## config.mk

```make
export PLATFORM = sky130hd
export DESIGN_NAME = regfile_param
export DESIGN_NICKNAME = d
export VERILOG_FILES = /design/src/rtl/regfile_param.sv
export SDC_FILE = /design/constraint.sdc
export NUM_CORES = 1
export LEC_CHECK = 0
export BUFFER_PORTS_ARGS = -buffer_cell sky130_fd_sc_hd__buf_4
export CORE_MARGIN = 3
export CORE_UTILIZATION = 35
export CTS_BUF_LIST = sky130_fd_sc_hd__clkbuf_8
export DETAILED_ROUTE_END_ITERATION = 7
export SLEW_MARGIN = 30
export SYNTH_ARGS = -nofsm -noshare
export SYNTH_HDL_FRONTEND = slang
export SYNTH_SLANG_ARGS = --single-unit
export TNS_END_PERCENT = 30
```

## constraint.sdc

```tcl
create_clock -name clk -period 3.9 [get_ports clk]
set_clock_uncertainty 0.2 [all_clocks]
set_input_delay 0.195 -clock clk [delete_from_list [all_inputs] [get_ports clk]]
set_output_delay 0.195 -clock clk [all_outputs]
set_load 0.05 [all_outputs]
```

## src/rtl/regfile_param.sv

```systemverilog
// XLEN x NREG register file: two registered read ports, one write port, and a hardware clear sweep after reset.
// Optional macro REGFILE_BYPASS_EN forwards write data to a colliding read port (write-first forwarding).
module regfile_param #(
  parameter int XLEN = 32,
  parameter int NREG = 32,
  parameter int AW   = $clog2(NREG)
) (
  input  logic            clk,
  input  logic            rst,
  input  logic [AW-1:0]   ra1,
  input  logic [AW-1:0]   ra2,
  input  logic            re,
  input  logic [AW-1:0]   wa1,
  input  logic [XLEN-1:0] wd1,
  input  logic            we,
  output logic [XLEN-1:0] rd1,
  output logic [XLEN-1:0] rd2,
  output logic            rvalid,
  output logic            busy
);

  typedef enum logic {CLEAR, READY} state_t;

  localparam logic [AW-1:0] LAST = AW'(NREG - 1);

  state_t          state;
  logic [AW-1:0]   clr_cnt;
  logic [XLEN-1:0] x [NREG];

  logic            wr_ok;
  logic            col1;
  logic            col2;
  logic [XLEN-1:0] rdat1;
  logic [XLEN-1:0] rdat2;

  // A write to entry 0 is dropped, so it can never collide with a read of 0.
  assign wr_ok = we && (wa1 != '0);
  assign col1  = re && wr_ok && (wa1 == ra1);
  assign col2  = re && wr_ok && (wa1 == ra2);
  assign rdat1 = (ra1 == '0) ? '0 : x[ra1];
  assign rdat2 = (ra2 == '0) ? '0 : x[ra2];

  always_ff @(posedge clk) begin
    if (!rst) begin
      if (state == CLEAR)
        x[clr_cnt] <= '0;
      else if (wr_ok)
        x[wa1] <= wd1;
    end
  end

  always_ff @(posedge clk) begin
    if (rst) begin
      state   <= CLEAR;
      clr_cnt <= '0;
      rd1     <= '0;
      rd2     <= '0;
      rvalid  <= 1'b0;
      busy    <= 1'b1;
    end else begin
      case (state)
        CLEAR: begin
          rvalid  <= 1'b0;
          clr_cnt <= clr_cnt + 1'b1;
          if (clr_cnt == LAST) begin
            state <= READY;
            busy  <= 1'b0;
          end
        end
        READY: begin
          rvalid <= 1'b0;
          if (re) begin
`ifdef REGFILE_BYPASS_EN
            rd1    <= col1 ? wd1 : rdat1;
            rd2    <= col2 ? wd1 : rdat2;
            rvalid <= 1'b1;
`else
            // Colliding port keeps its old value and the missing rvalid asks for a re-read.
            if (!col1) rd1 <= rdat1;
            if (!col2) rd2 <= rdat2;
            rvalid <= !(col1 || col2);
`endif
          end
        end
        default: state <= CLEAR;
      endcase
    end
  end

endmodule

```

==> flow_metrics.tcl, run 1 <==
set metrics [dict create \
    num-nets-final 2984 \
    synth_top_area_cell "edfxtp_1" \
    io_buffer_count 116 \
    post_cts_buffers 0 \
    die_area_um2 146500 \
    rsz0062_at_grt "false" \
    postRouteAntennaNets 0 \
    status "finished clean" \
    grt_usage 0.2019 \
    setup_violations 0 \
    grt_max_degree 81 \
    vias_per_cell 5.958 \
    peakVddDrop_mv 0.2351 \
    reg2reg_from "state" \
    drtPass1Iterations 5 \
    areaGrowthSynthToFinish_pct 16.76 \
    die_w_um 382.7 \
    max_slew_margin 0.3621 \
    clk_path_buf_depth 3 \
    yosysSeqAreaShare 0.6481 \
    clkSinkCount 1096 \
    fin_tns_setup_ns 0 \
    grt_pass1_wl_um 214800 \
    p_leak_uw 0.02015 \
    drc 0 \
    cts-resized-gates 0 \
    syn-num-nets 2700 \
    ios 117 \
    clock-root-buffer "clkbuf_8" \
    powerDensity_nw_per_um2 424.6 \
    hp-class "in -> reg" \
    cts_inserted_buffers 183 \
    grt-ovfl-total 0 \
    synth_top_area_frac 0.6191 \
    gp_congestion 0.8676 \
    tightest_slew_ns 0.9548 \
    fillerInstances 12406 \
    power_uw 24620 \
    timing.final.max_slew_violations 0 \
    fmax_mhz 298.4 \
    min_from "ra2[0]" \
    core_um2 140200 \
    whs_ns 0.1074 \
    antenna_found_initial 12 \
    cts_max_level 4 \
    totalWireLength_um 149800 \
    syn-cell-area_um2 49670 \
    drt_iter0_drc 3710 \
    cts_tree "yes" \
    arrival_ns 3.62 \
    synthArstFlopShare 0 \
    rows 137 \
    hold_buffers 43 \
    cp-end-kind "register" \
    clk_pin_slew_ns 0.06 \
    period_share 0.8593 \
    pre_cts_ws_ns 0.5613 \
    ys_seq_elements 1096 \
    critPathMaxFanout 30 \
    start_util 0.3542 \
    chipHeight_um 382.7 \
    grt_pass1_vias 30313 \
    drive_gt1_frac 0.3348 \
    drt-wirelength-per-cell_um 30.18 \
    dpl.hpwl_um 99090 \
    yosys-top-cells-area "edfxtp_1 62%, mux4_2 20%, dfxtp_1 2.9%" \
    worstSkewPairLatency_ns 0.83 \
    via_count 29569 \
    worstSetupPathType "reg -> reg" \
    hold_viol_final 0 \
    max_cap_violations 0 \
    crit_required_ns 4.17 \
    synth-edff-count 1024 \
    synth_warnings 0 \
    worstSetupStartpointType "register" \
    netlist_instances 2647 \
    cp-startpoint "state" \
    fin_crit_ns 3.351 \
    ys_types 47 \
    postSynthAreaPerCell_um2 18.76 \
    ys_dominant_reg_cell "edfxtp_1" \
    worst_slack_ns 0.5488 \
]
==> where the power goes <==
group	switching, uW	leakage (uW)	internal (uW)
combinational	958	0.00699	709
sequential	32.6	0.0111	12700
clock	4620	0.00207	5560
==> registers in the layout, summed over array words and instances (netlist names) <==
| register | count |
|---|---|
| rvalid | 1 |
| clr_cnt | 5 |
| rd2 | 32 |
| busy | 1 |
| rd1 | 32 |
| x | 1024 |
| state | 1 |
==> path summary, 6_finish.rpt <==
kind	endpoint	slack (ns)	cells after the start
setup / recovery	x[26][22]	0.55	8
hold / removal	rd2[26]	0.11	5
hold reg to reg	rd1[14]	0.31	2
setup reg to reg	x[26][22]	0.55	8
==> per-layer routing <==
metal	share of wire	GRT usage	vias to the layer above
li1	-	-	11951
met1	0.40	0.2826	15739
met2	0.46	0.3112	1683
met3	0.12	0.05907	190
met4	0.019	0.04794	6
met5	0.00024	0	-
==> per-stage QoR <==
step | area [um2] | cells | utilization
CTS | 57940 | 4954 | 0.4132
detailed placement | 53840 | 4578 | 0.3840
finish | 57990 | 4963 | 0.4136
global route | 57980 | 4961 | 0.4135
floorplan | 49670 | 2647 | -
global placement | 53780 | 4575 | 0.3836
==> final cells by class <==
| cell class | instances | area, um2 | share of cell area |
|---|---|---|---|
| clock inverter | 134 | 928.4 | 0.01601 |
| tap | 1876 | 2347 | 0.04048 |
| clock buffer | 199 | 2739 | 0.04723 |
| multi-input combinational | 1299 | 16570 | 0.2858 |
| antenna | 8 | 20.02 | 0.0003452 |
| inverter | 38 | 142.6 | 0.002460 |
| sequential | 1096 | 32190 | 0.5551 |
| timing repair buffer | 313 | 3047 | 0.05254 |
==> cell families after synthesis <==
logic type	count (synthesis)	share of synthesized area
AND/OR/NAND/NOR	268	0.02670
adder cells (fa/ha/maj)	2	0.0005038
buffers and inverters	252	0.02486
XOR/XNOR	12	0.002116
flip-flops	1096	0.6481
AO/OA/AOI/OAI	429	0.06641
multiplexers	588	0.2313
==> critical path, stage by stage (launching register included) <==
cell and delay [ns]:
dfxtp_1 0.50, inv_1 0.19, a2111oi_4 0.30, buf_4 0.26
buf_4 0.44, mux2i_1 0.30, nand2_1 0.27, nor2_4 0.16
buf_4 0.33
==> synth_stat cells, types with 2 or more instances <==
cell / instances
and2_1: 34
nand3_1: 34
nor2_1: 50
buf_2: 90
a221o_1: 32
mux4_2: 447
or3b_1: 19
a21oi_1: 36
mux2_2: 6
xnor2_1: 11
or3b_2: 3
edfxtp_1: 1024
ha_1: 2
a221oi_1: 64
nand2b_1: 9
nor2b_1: 6
a22oi_1: 172
clkbuf_1: 83
buf_1: 9
nand2_1: 101
o221ai_1: 3
mux2i_1: 135
o21bai_1: 33
dfxtp_1: 72
or2_2: 3
o211ai_1: 32
buf_6: 15
inv_1: 38
a2111oi_4: 2
nor3_1: 4
o22ai_1: 46
buf_4: 17
==> cell usage in the layout, fill, tap and decap left out, types with 37 or more instances in the layout <==
master	instances
dfxtp_1	72
a22oi_1	172
clkbuf_8	200
o22ai_1	46
mux2i_1	135
edfxtp_1	1024
buf_4	222
buf_12	41
a221oi_1	64
nand2_1	101
mux4_2	447
dlygate4sd3_1	43
inv_1	91
nor2_4	37
Power figures use the tool's default switching activity.
==> run 2: changes to the inputs <==
--- a/config.mk
+++ b/config.mk
@@ -10,3 +10,2 @@
 export CORE_UTILIZATION = 35
-export CTS_BUF_LIST = sky130_fd_sc_hd__clkbuf_8
 export DETAILED_ROUTE_END_ITERATION = 7
==> constraint.sdc (replaced) <==
create_clock -name clk -period 3.9 [get_ports clk]
set_clock_uncertainty 0.2 [all_clocks]
set_input_delay 0.39 -clock clk [delete_from_list [all_inputs] [get_ports clk]]
set_output_delay 0.39 -clock clk [all_outputs]
set_load 0.05 [all_outputs]
==> run 2 against run 1 <==
Design area is essentially flat. Via count shrank 1.7%. Register-to-register slack is essentially flat. First-iteration DRC count grew 11%. Flip-flop and latch count is the same. Sequential share of layout area is essentially flat. Critical path type unchanged.
==> flow_metrics.tcl, run 2 (same netlist as run 1, synthesis figures left out) <==
set metrics [dict create \
    p_leak_uw 0.01990 \
    period_share 0.8558 \
    drt_iter0_drc 4107 \
    setup_violations 0 \
    timing.final.max_slew_violations 0 \
    grt_pass1_vias 29560 \
    fin_util 0.4138 \
    postRouteAntennaNets 0 \
    multi_input_area_um2 16570 \
    slowest_delay_ns 0.52 \
    max_slew_margin 0.3864 \
    start_util 0.3542 \
    cts_inserted_buffers 117 \
    clock-root-buffer "clkbuf_16" \
    grt-ovfl-total 0 \
    grt_max_degree 68 \
    arrival_ns 3.49 \
    cp-end-kind "register" \
    register_area_um2 32190 \
    worstSetupStartpointType "register" \
    drc 0 \
    crit_required_ns 4.05 \
    drive_gt1_frac 0.3278 \
    instances_no_fill 4818 \
    powerDensity_nw_per_um2 443.7 \
    cts_tree "yes" \
    ios 117 \
    core_um2 140200 \
    gp_congestion 0.8722 \
    rrSetupSlack_ns 0.56 \
    rows 137 \
    crit_chain "inv_1 > a2111oi_4 > buf_4 > buf_4 > mux2i_1 > nand2_1 > nor2_4 > buf_12" \
    largest_register_ffs 1024 \
    final_common_cell "edfxtp_1" \
    hold_viol_final 0 \
    top_register "x" \
    clkSinkCount 1096 \
    worst_slack_ns 0.5622 \
    tightest_slew_ns 0.9204 \
    fmax_mhz 299.6 \
    io_buffer_count 116 \
    reg.largest.list "x: 1024 flops, rd1: 32 flops, rd2: 32 flops" \
    rsz0062_at_grt "false" \
    via_count 29081 \
    whs_ns 0.07862 \
    grt_usage 0.2042 \
    totalWireLength_um 151700 \
    vias_per_cell 6.036 \
    slowest_stage "dfxtp_1" \
    clk_pin_slew_ns 0.06 \
    num-nets-final 2888 \
    dpl.hpwl_um 99620 \
    worstSkewPairLatency_ns 0.70 \
    max_cap_violations 0 \
    die_w_um 382.7 \
    dp_cells 4591 \
    areaGrowthSynthToFinish_pct 16.82 \
    drtPass1Iterations 5 \
    chipHeight_um 382.7 \
    final_cell_mix "1,024 x edfxtp_1, 447 x mux4_2, 229 x buf_4, 172 x a22oi_1, 135 x mux2i_1" \
    cts_max_level 3 \
    fin_crit_ns 3.338 \
    cts-resized-gates 0 \
    clk_path_buf_depth 3 \
    antenna_found_initial 8 \
    fillerInstances 12387 \
    status "finished clean" \
    peakVddDrop_mv 0.3507 \
    critPathMostFrequentCell "buf_4" \
    drt-wirelength-per-cell_um 31.48 \
    hp-class "in -> reg" \
    grt_pass1_wl_um 217100 \
    worstSetupPathType "reg -> reg" \
    fin_tns_setup_ns 0 \
    pre_cts_ws_ns 0.5697 \
    critPathMaxFanout 32 \
    die_area_um2 146500 \
]
-- run 2: cell count changes in the layout (fill, tap and decap cells not counted), sizes merged --
cell         previous run  this run
inv                    94        39
dlygate4sd3            43         1
clkbuf                200       170
clkinv                 58        36
buf                   269       281
diode                   8         4
clkinvlp                7         4
bufinv                 13        12
-- run 2: final cells by class --
type | instances | share of cell area
Tap cell | 1876 | 0.04046
Clock inverter | 53 | 0.01009
Multi-Input combinational cell | 1299 | 0.2857
Sequential cell | 1096 | 0.5548
Timing Repair Buffer | 283 | 0.04824
Antenna cell | 4 | 0.0001725
Clock buffer | 169 | 0.05808
Inverter | 38 | 0.002458
-- run 2: stage by stage --
stage | power (uW) | area [um2]
final | 25740 | 58020
after global routing | 26500 | 58010
after CTS | 25920 | 58010
after detailed placement | 14680 | 54040
after global placement | 14650 | 53930
after floorplan | 14070 | 49670
-- run 2: path summary, 6_finish.rpt --
kind	start	endpoint	depth (start not counted)
worst min-delay path	re	rvalid	4
worst min register to register	rd1[14]	rd1[14]	2
worst max-delay path	state	x[12][26]	8
worst max register to register	state	x[12][26]	8
-- run 2: what timing repair did --
action,in CTS,in global routing
endpoints found under the hold margin,8,0
hold buffers,1,0
setup buffers,0,0
-- run 2: worst max-delay path: cells and delay by family (launching register included) --
family                 cells  cell delay [ns]
AO/OA/AOI/OAI              1             0.29
buffers and inverters      4             1.19
flip-flops                 1             0.52
multiplexers               1             0.31
AND/OR/NAND/NOR            2             0.47
-- run 2: where the power goes --
group	switching, uW	internal, uW	total [uW]
registers	30.1	12700	12800
logic	971	700	1670
clock network	4540	6760	11300
total	5540	20200	25700
-- run 2: layer usage --
metal	share of wire	vias up	global-route usage	wire length, um
met2	0.46	1619	0.3125	69400
met3	0.11	200	0.05317	16900
li1	-	11733	-	-
met4	0.020	0	0.04142	2963
met1	0.41	15529	0.2953	62400
met5	0	-	0	0
